### config.mk
export PLATFORM = sky130hd
export DESIGN_NAME = fetch_unit
export DESIGN_NICKNAME = d
export VERILOG_FILES = /design/src/rtl/fetch_pkg.sv /design/src/rtl/fetch_sync_fifo.sv /design/src/rtl/fetch_unit.sv
export SDC_FILE = /design/constraint.sdc
export NUM_CORES = 1
export LEC_CHECK = 0
export CELL_PAD_IN_SITES_DETAIL_PLACEMENT = 0
export CELL_PAD_IN_SITES_GLOBAL_PLACEMENT = 1
export CORE_MARGIN = 2
export CORE_UTILIZATION = 50
export CTS_BUF_LIST = sky130_fd_sc_hd__clkbuf_16
export DETAILED_ROUTE_END_ITERATION = 8
export HOLD_SLACK_MARGIN = 0.1
export PLACE_DENSITY_LB_ADDON = 0.1
export SLEW_MARGIN = 0
export SYNTH_ARGS = -nofsm -noshare
export SYNTH_HDL_FRONTEND = slang
export SYNTH_HIERARCHICAL = 1
export SYNTH_SLANG_ARGS = --single-unit
export TNS_END_PERCENT = 30
### constraint.sdc
create_clock -name clk -period 18.43 [get_ports clk]
set_clock_uncertainty 0.15 [all_clocks]
set_input_delay 2.7645 -clock clk [delete_from_list [all_inputs] [get_ports clk]]
set_output_delay 2.7645 -clock clk [all_outputs]
set_load 0.1 [all_outputs]
### src/rtl/fetch_pkg.sv
// Shared types and constants for the instruction fetch front end.
package fetch_pkg;

  localparam logic [31:0] RESET_PC_DEFAULT = 32'h0000_0000;
  localparam logic [31:0] INSTR_NOP        = 32'h0000_0013;

  // One instruction queue entry: the instruction and the PC it was fetched from.
  typedef struct packed {
    logic [31:0] pc;
    logic [31:0] instr;
  } fetch_entry_t;

endpackage

### src/rtl/fetch_sync_fifo.sv
// Single-clock FIFO with push/pop/flush and an occupancy count.
// Push while full is accepted only together with a pop; flush overrides both.
module sync_fifo #(
  parameter int WIDTH = 32,
  parameter int DEPTH = 4,
  localparam int AW = (DEPTH > 1) ? $clog2(DEPTH) : 1
) (
  input  logic             clk,
  input  logic             rst_n,
  input  logic             push,
  input  logic             pop,
  input  logic             flush,
  input  logic [WIDTH-1:0] wdata,
  output logic [WIDTH-1:0] rdata,
  output logic [AW:0]      count,
  output logic             full,
  output logic             empty
);

  logic [WIDTH-1:0] mem [DEPTH];
  logic [AW-1:0]    wptr;
  logic [AW-1:0]    rptr;
  logic             do_push;
  logic             do_pop;

  assign full    = (count == (AW+1)'(DEPTH));
  assign empty   = (count == '0);
  assign do_push = push & (~full | pop);
  assign do_pop  = pop & ~empty;
  assign rdata   = mem[rptr];

  // Pointer and occupancy bookkeeping; explicit wrap keeps non power-of-two depths correct.
  // NOTE: sequential state is always assigned with <= so every flop sees pre-edge values.
  always_ff @(posedge clk or negedge rst_n) begin
    if (!rst_n) begin
      wptr  <= '0;
      rptr  <= '0;
      count <= '0;
    end else if (flush) begin
      wptr  <= '0;
      rptr  <= '0;
      count <= '0;
    end else begin
      if (do_push) wptr <= (wptr == AW'(DEPTH - 1)) ? '0 : wptr + AW'(1);
      if (do_pop)  rptr <= (rptr == AW'(DEPTH - 1)) ? '0 : rptr + AW'(1);
      if (do_push && !do_pop)      count <= count + (AW+1)'(1);
      else if (do_pop && !do_push) count <= count - (AW+1)'(1);
    end
  end

  // Storage write port.
  // NOTE: the data array has no reset; count/pointers alone define which entries are valid.
  always_ff @(posedge clk) begin
    if (do_push && !flush) mem[wptr] <= wdata;
  end

endmodule

### src/rtl/fetch_unit.sv
// Fetch stage: owns the fetch PC, issues word requests under a credit rule,
// tags responses with their PC and queues them for decode. A taken branch
// redirects the PC, flushes queued state and discards in-flight responses.
module fetch_unit
  import fetch_pkg::*;
#(
  parameter logic [31:0] RESET_PC  = RESET_PC_DEFAULT,
  parameter int          DEPTH     = 4,
  parameter int          MAX_OUTST = 2
) (
  input  logic        clk,
  input  logic        rst_n,
  output logic        imem_req_valid,
  input  logic        imem_req_ready,
  output logic [31:0] imem_addr,
  input  logic        imem_rvalid,
  input  logic [31:0] imem_rdata,
  output logic        dec_valid,
  input  logic        dec_ready,
  output logic [31:0] dec_instr,
  output logic [31:0] dec_pc,
  input  logic        jump,
  input  logic        jaccept,
  input  logic [31:0] jaddr,
  output logic        misalign
);

  localparam int QAW = $clog2(DEPTH);
  localparam int QCW = QAW + 1;
  localparam int TAW = (MAX_OUTST > 1) ? $clog2(MAX_OUTST) : 1;
  localparam int OW  = $clog2(MAX_OUTST + 1);

  logic         redirect;
  logic         req_fire;
  logic         resp_keep;
  logic         q_push;
  logic         q_pop;
  logic         q_full;
  logic         q_empty;
  logic         tag_full;
  logic         tag_empty;
  logic [QCW-1:0] q_count;
  logic [TAW:0]   tag_count;
  logic [QCW:0]   credits_used;
  logic [31:0]    pc;
  logic [31:0]    pc_next;
  logic [31:0]    resp_pc;
  logic [OW-1:0]  outst_cnt;
  logic [OW-1:0]  outst_next;
  logic [OW-1:0]  discard_cnt;
  logic [OW-1:0]  discard_next;
  fetch_entry_t   q_wdata;
  fetch_entry_t   q_rdata;

  assign redirect = jump & jaccept;

  // Queue slots already committed: entries held plus responses still to arrive.
  assign credits_used   = {1'b0, q_count} + (QCW+1)'(outst_cnt);
  assign imem_req_valid = rst_n & ~redirect
                        & (outst_cnt < OW'(MAX_OUTST))
                        & (credits_used < (QCW+1)'(DEPTH));
  assign imem_addr      = pc;
  assign req_fire       = imem_req_valid & imem_req_ready;

  // A response is kept only when it belongs to the current path.
  assign resp_keep = imem_rvalid & (discard_cnt == '0) & ~redirect;
  assign q_push    = resp_keep;
  assign q_wdata   = '{pc: resp_pc, instr: imem_rdata};

  assign dec_valid = ~q_empty & ~redirect;
  assign q_pop     = dec_valid & dec_ready;
  assign dec_instr = q_rdata.instr;
  assign dec_pc    = q_rdata.pc;

  // Next PC, outstanding count and discard count; redirect overrides accept.
  // NOTE: every always_comb output gets a default first so no latch is inferred.
  always_comb begin
    pc_next      = pc;
    outst_next   = outst_cnt + OW'(req_fire) - OW'(imem_rvalid);
    discard_next = discard_cnt;
    if (redirect) begin
      pc_next      = {jaddr[31:2], 2'b00};
      discard_next = outst_cnt - OW'(imem_rvalid);
    end else begin
      if (req_fire) pc_next = pc + 32'd4;
      if (imem_rvalid && (discard_cnt != '0)) discard_next = discard_cnt - OW'(1);
    end
  end

  // Architectural fetch state and the one-cycle misalign pulse.
  always_ff @(posedge clk or negedge rst_n) begin
    if (!rst_n) begin
      pc          <= RESET_PC;
      outst_cnt   <= '0;
      discard_cnt <= '0;
      misalign    <= 1'b0;
    end else begin
      pc          <= pc_next;
      outst_cnt   <= outst_next;
      discard_cnt <= discard_next;
      misalign    <= redirect & (jaddr[1:0] != 2'b00);
    end
  end

  sync_fifo #(
    .WIDTH ($bits(fetch_entry_t)),
    .DEPTH (DEPTH)
  ) u_instr_q (
    .clk   (clk),
    .rst_n (rst_n),
    .push  (q_push),
    .pop   (q_pop),
    .flush (redirect),
    .wdata (q_wdata),
    .rdata (q_rdata),
    .count (q_count),
    .full  (q_full),
    .empty (q_empty)
  );

  // PCs of accepted requests, consumed in order by kept responses.
  sync_fifo #(
    .WIDTH (32),
    .DEPTH (MAX_OUTST)
  ) u_tag_q (
    .clk   (clk),
    .rst_n (rst_n),
    .push  (req_fire),
    .pop   (resp_keep),
    .flush (redirect),
    .wdata (pc),
    .rdata (resp_pc),
    .count (tag_count),
    .full  (tag_full),
    .empty (tag_empty)
  );

  // A response with nothing outstanding is an environment error.
  a_rvalid_has_req: assert property (@(posedge clk) disable iff (!rst_n)
    imem_rvalid |-> (outst_cnt != '0));

  // The credit rule must leave room for every kept response.
  a_queue_no_overflow: assert property (@(posedge clk) disable iff (!rst_n)
    (q_push && !q_pop) |-> !q_full);

  // Tags exist exactly for the in-flight responses that will be kept.
  a_tag_balance: assert property (@(posedge clk) disable iff (!rst_n)
    int'(tag_count) == int'(outst_cnt) - int'(discard_cnt));

  a_tag_no_overflow: assert property (@(posedge clk) disable iff (!rst_n)
    req_fire |-> !tag_full);

  a_tag_no_underflow: assert property (@(posedge clk) disable iff (!rst_n)
    resp_keep |-> !tag_empty);

endmodule

==> flow_metrics.env <==
export IMPL_period_minus_slack_ns=8.00
export IMPL_worstHoldStart="imem_addr[6]"
export IMPL_cap_violations=0
export IMPL_gp_congestion=0.814
export IMPL_drt_initial_drc_count=502
export IMPL_r2r_slack_ns=15.16
export IMPL_nets=1017
export IMPL_antenna_cells=0
export IMPL_total_leakage_power_nw=5.81
export IMPL_io_buffers=167
export IMPL_setup_viol=0
export IMPL_cts_sinks=366
export IMPL_layoutNonFillerInstCount=1341
export IMPL_ant_nets=0
export IMPL_r2r_start="u_instr_q/count[1]"
export IMPL_worst_slew_pin_slew_ns=1.08
export IMPL_power_total_mw=2.69
export IMPL_drive_above_1_share=0.189
export IMPL_syn_inst=738
export IMPL_critPathRequiredTime_ns=15.52
export IMPL_yosys_warnings=6
export IMPL_hold_path_class="flop to flop"
export IMPL_min_to="u_tag_q/mem[0][6]"
export IMPL_routed_wl_um=27900
export IMPL_slew_violations=0
export IMPL_grt_pass1_vias=7943
export IMPL_drc=0
export IMPL_hpwl_um=16900
export IMPL_worstPathArrival_ns=5.08
export IMPL_clock_latency_ns=0.51
export IMPL_vias=7385
export IMPL_clock_path_buffers=3
export IMPL_synth_area_sq_mm=0.0143
export IMPL_fillers=2029
export IMPL_post_cts_buffers=0
export IMPL_finalSetupTns_ns=0
export IMPL_dp_cells=1270
export IMPL_start_util=0.511
export IMPL_core_area_sq_mm=0.0279
export IMPL_finalHoldViolCount=0
export IMPL_postCtsHoldBufs=0
export IMPL_max_slew_margin=0.280
export IMPL_die_height_um=173
export IMPL_crit_path_end_kind="output pin"
export IMPL_htree_levels=2
export IMPL_syn2layout_area_growth_pct=23.4
export IMPL_rows=61
export IMPL_outcome="finished, final reports clean"
export IMPL_cts_buffers=39
export IMPL_overflow=0
export IMPL_grt_max_degree=67
export IMPL_cts_root_buf="clkbuf_16"
export IMPL_grt_pass1_wl_um=44500
export IMPL_path_class="primary input to output pin"
export IMPL_grtUsageTotal=0.190
export IMPL_antenna_found_initial=0
export IMPL_worstReg2RegEnd="u_instr_q/count[2]"
export IMPL_syn_avg_cell_area_sq_um=19.3
export IMPL_cellPowerDensity_mw_per_mm2=153
export IMPL_io_pins=170
export IMPL_rr_worst_depth=11
export IMPL_die_w_um=173
export IMPL_clk_pin_slew_worst_paths_ns=0.06
export IMPL_fmax_mhz=125
export IMPL_start_kind="primary input"
export IMPL_viasPerCell=5.51
export IMPL_irDropWorstVdd_uv=69.6
export IMPL_rsz0062_at_grt="false"
export IMPL_fin_crit_sh=0.434
export IMPL_multi_input_area_sq_mm=0.00334
export IMPL_cts_tree="built"
export IMPL_hold_depth=0
export IMPL_dr_pass1_iters=4
export IMPL_hold_ws_ns=0.404
export IMPL_wl_per_cell_um=20.8
export IMPL_post_cts_resized=0
export IMPL_cp_max_fo=47
export IMPL_sequential_cell_area_sq_mm=0.0108
export IMPL_dieArea_sq_mm=0.0299
-- where the power goes --
group          total, mW  internal, mW  switching (mW)  leakage (nW)
clock              0.722         0.428           0.293         0.636
combinational      0.898         0.259           0.639          1.73
sequential          1.07         0.991          0.0800          3.44
-- per-layer routing --
layer	routed length (um)	up-vias	GRT usage
li1	-	3335	-
met1	12500	3811	0.267
met2	13700	200	0.313
met3	1240	39	0.0356
met4	466	0	0.0480
met5	0	-	0
-- layout by cell type, fill, tap and decap left out, types with 7 or more instances in the layout --
cell,n
a21oi_1,7
a31oi_1,8
buf_4,13
clkbuf_16,41
clkdlybuf4s50_1,166
clkinv_1,11
dfrtp_1,43
edfxtp_1,320
ha_1,12
inv_1,26
mux2_2,33
mux4_2,64
nand2_1,29
nand3_1,11
nand4_1,11
nor2_1,23
nor3_1,8
o21ai_0,30
or3_1,8
xnor2_1,18
xor2_1,10
-- flip-flops by register name, summed over array words and instances, names as in the netlist --
register	count
u_tag_q/mem	64
u_instr_q/rptr	2
u_instr_q/wptr	2
u_instr_q/count	3
u_tag_q/wptr	1
u_tag_q/rptr	1
u_instr_q/mem	256
u_tag_q/count	2
imem_addr	30
discard_cnt	2
outst_cnt	2
misalign	1
-- layout make-up --
| class | instances | share of cell area |
|---|---|---|
| clock buffers | 41 | 0.0583 |
| inverters | 18 | 0.00384 |
| repair buffers | 180 | 0.100 |
| clock inverters | 30 | 0.0101 |
| multi-input cells | 328 | 0.189 |
| flip-flops and latches | 366 | 0.611 |
| well taps | 378 | 0.0269 |
-- through the flow --
stage	util	setup WS (ns)	instance area (sq um)
after floorplan	-	7.97	14300
after global placement	0.587	10.44	16400
after detailed placement	0.587	10.40	16400
after CTS	0.631	10.38	17600
after global routing	0.631	10.28	17600
final	0.631	10.43	17600
-- critical path, cell delays in order --
cell and delay, ns:
buf_2 0.08, buf_4 0.50, nor4b_4 0.38, and3_1 0.21, clkdlybuf4s50_1 1.13
-- worst max-delay path by stage --
stage | start | end | slack (ns) | cells after the start
global route | rst_n | imem_req_valid | 10.28 | 5
detailed placement | rst_n | imem_req_valid | 10.40 | 5
global placement | rst_n | imem_req_valid | 10.44 | 5
floorplan | jump | u_instr_q/mem[0][0] | 7.97 | 7
CTS | rst_n | imem_req_valid | 10.38 | 5
finish | rst_n | imem_req_valid | 10.43 | 5
No activity file was read; power rests on OpenSTA's default activity.
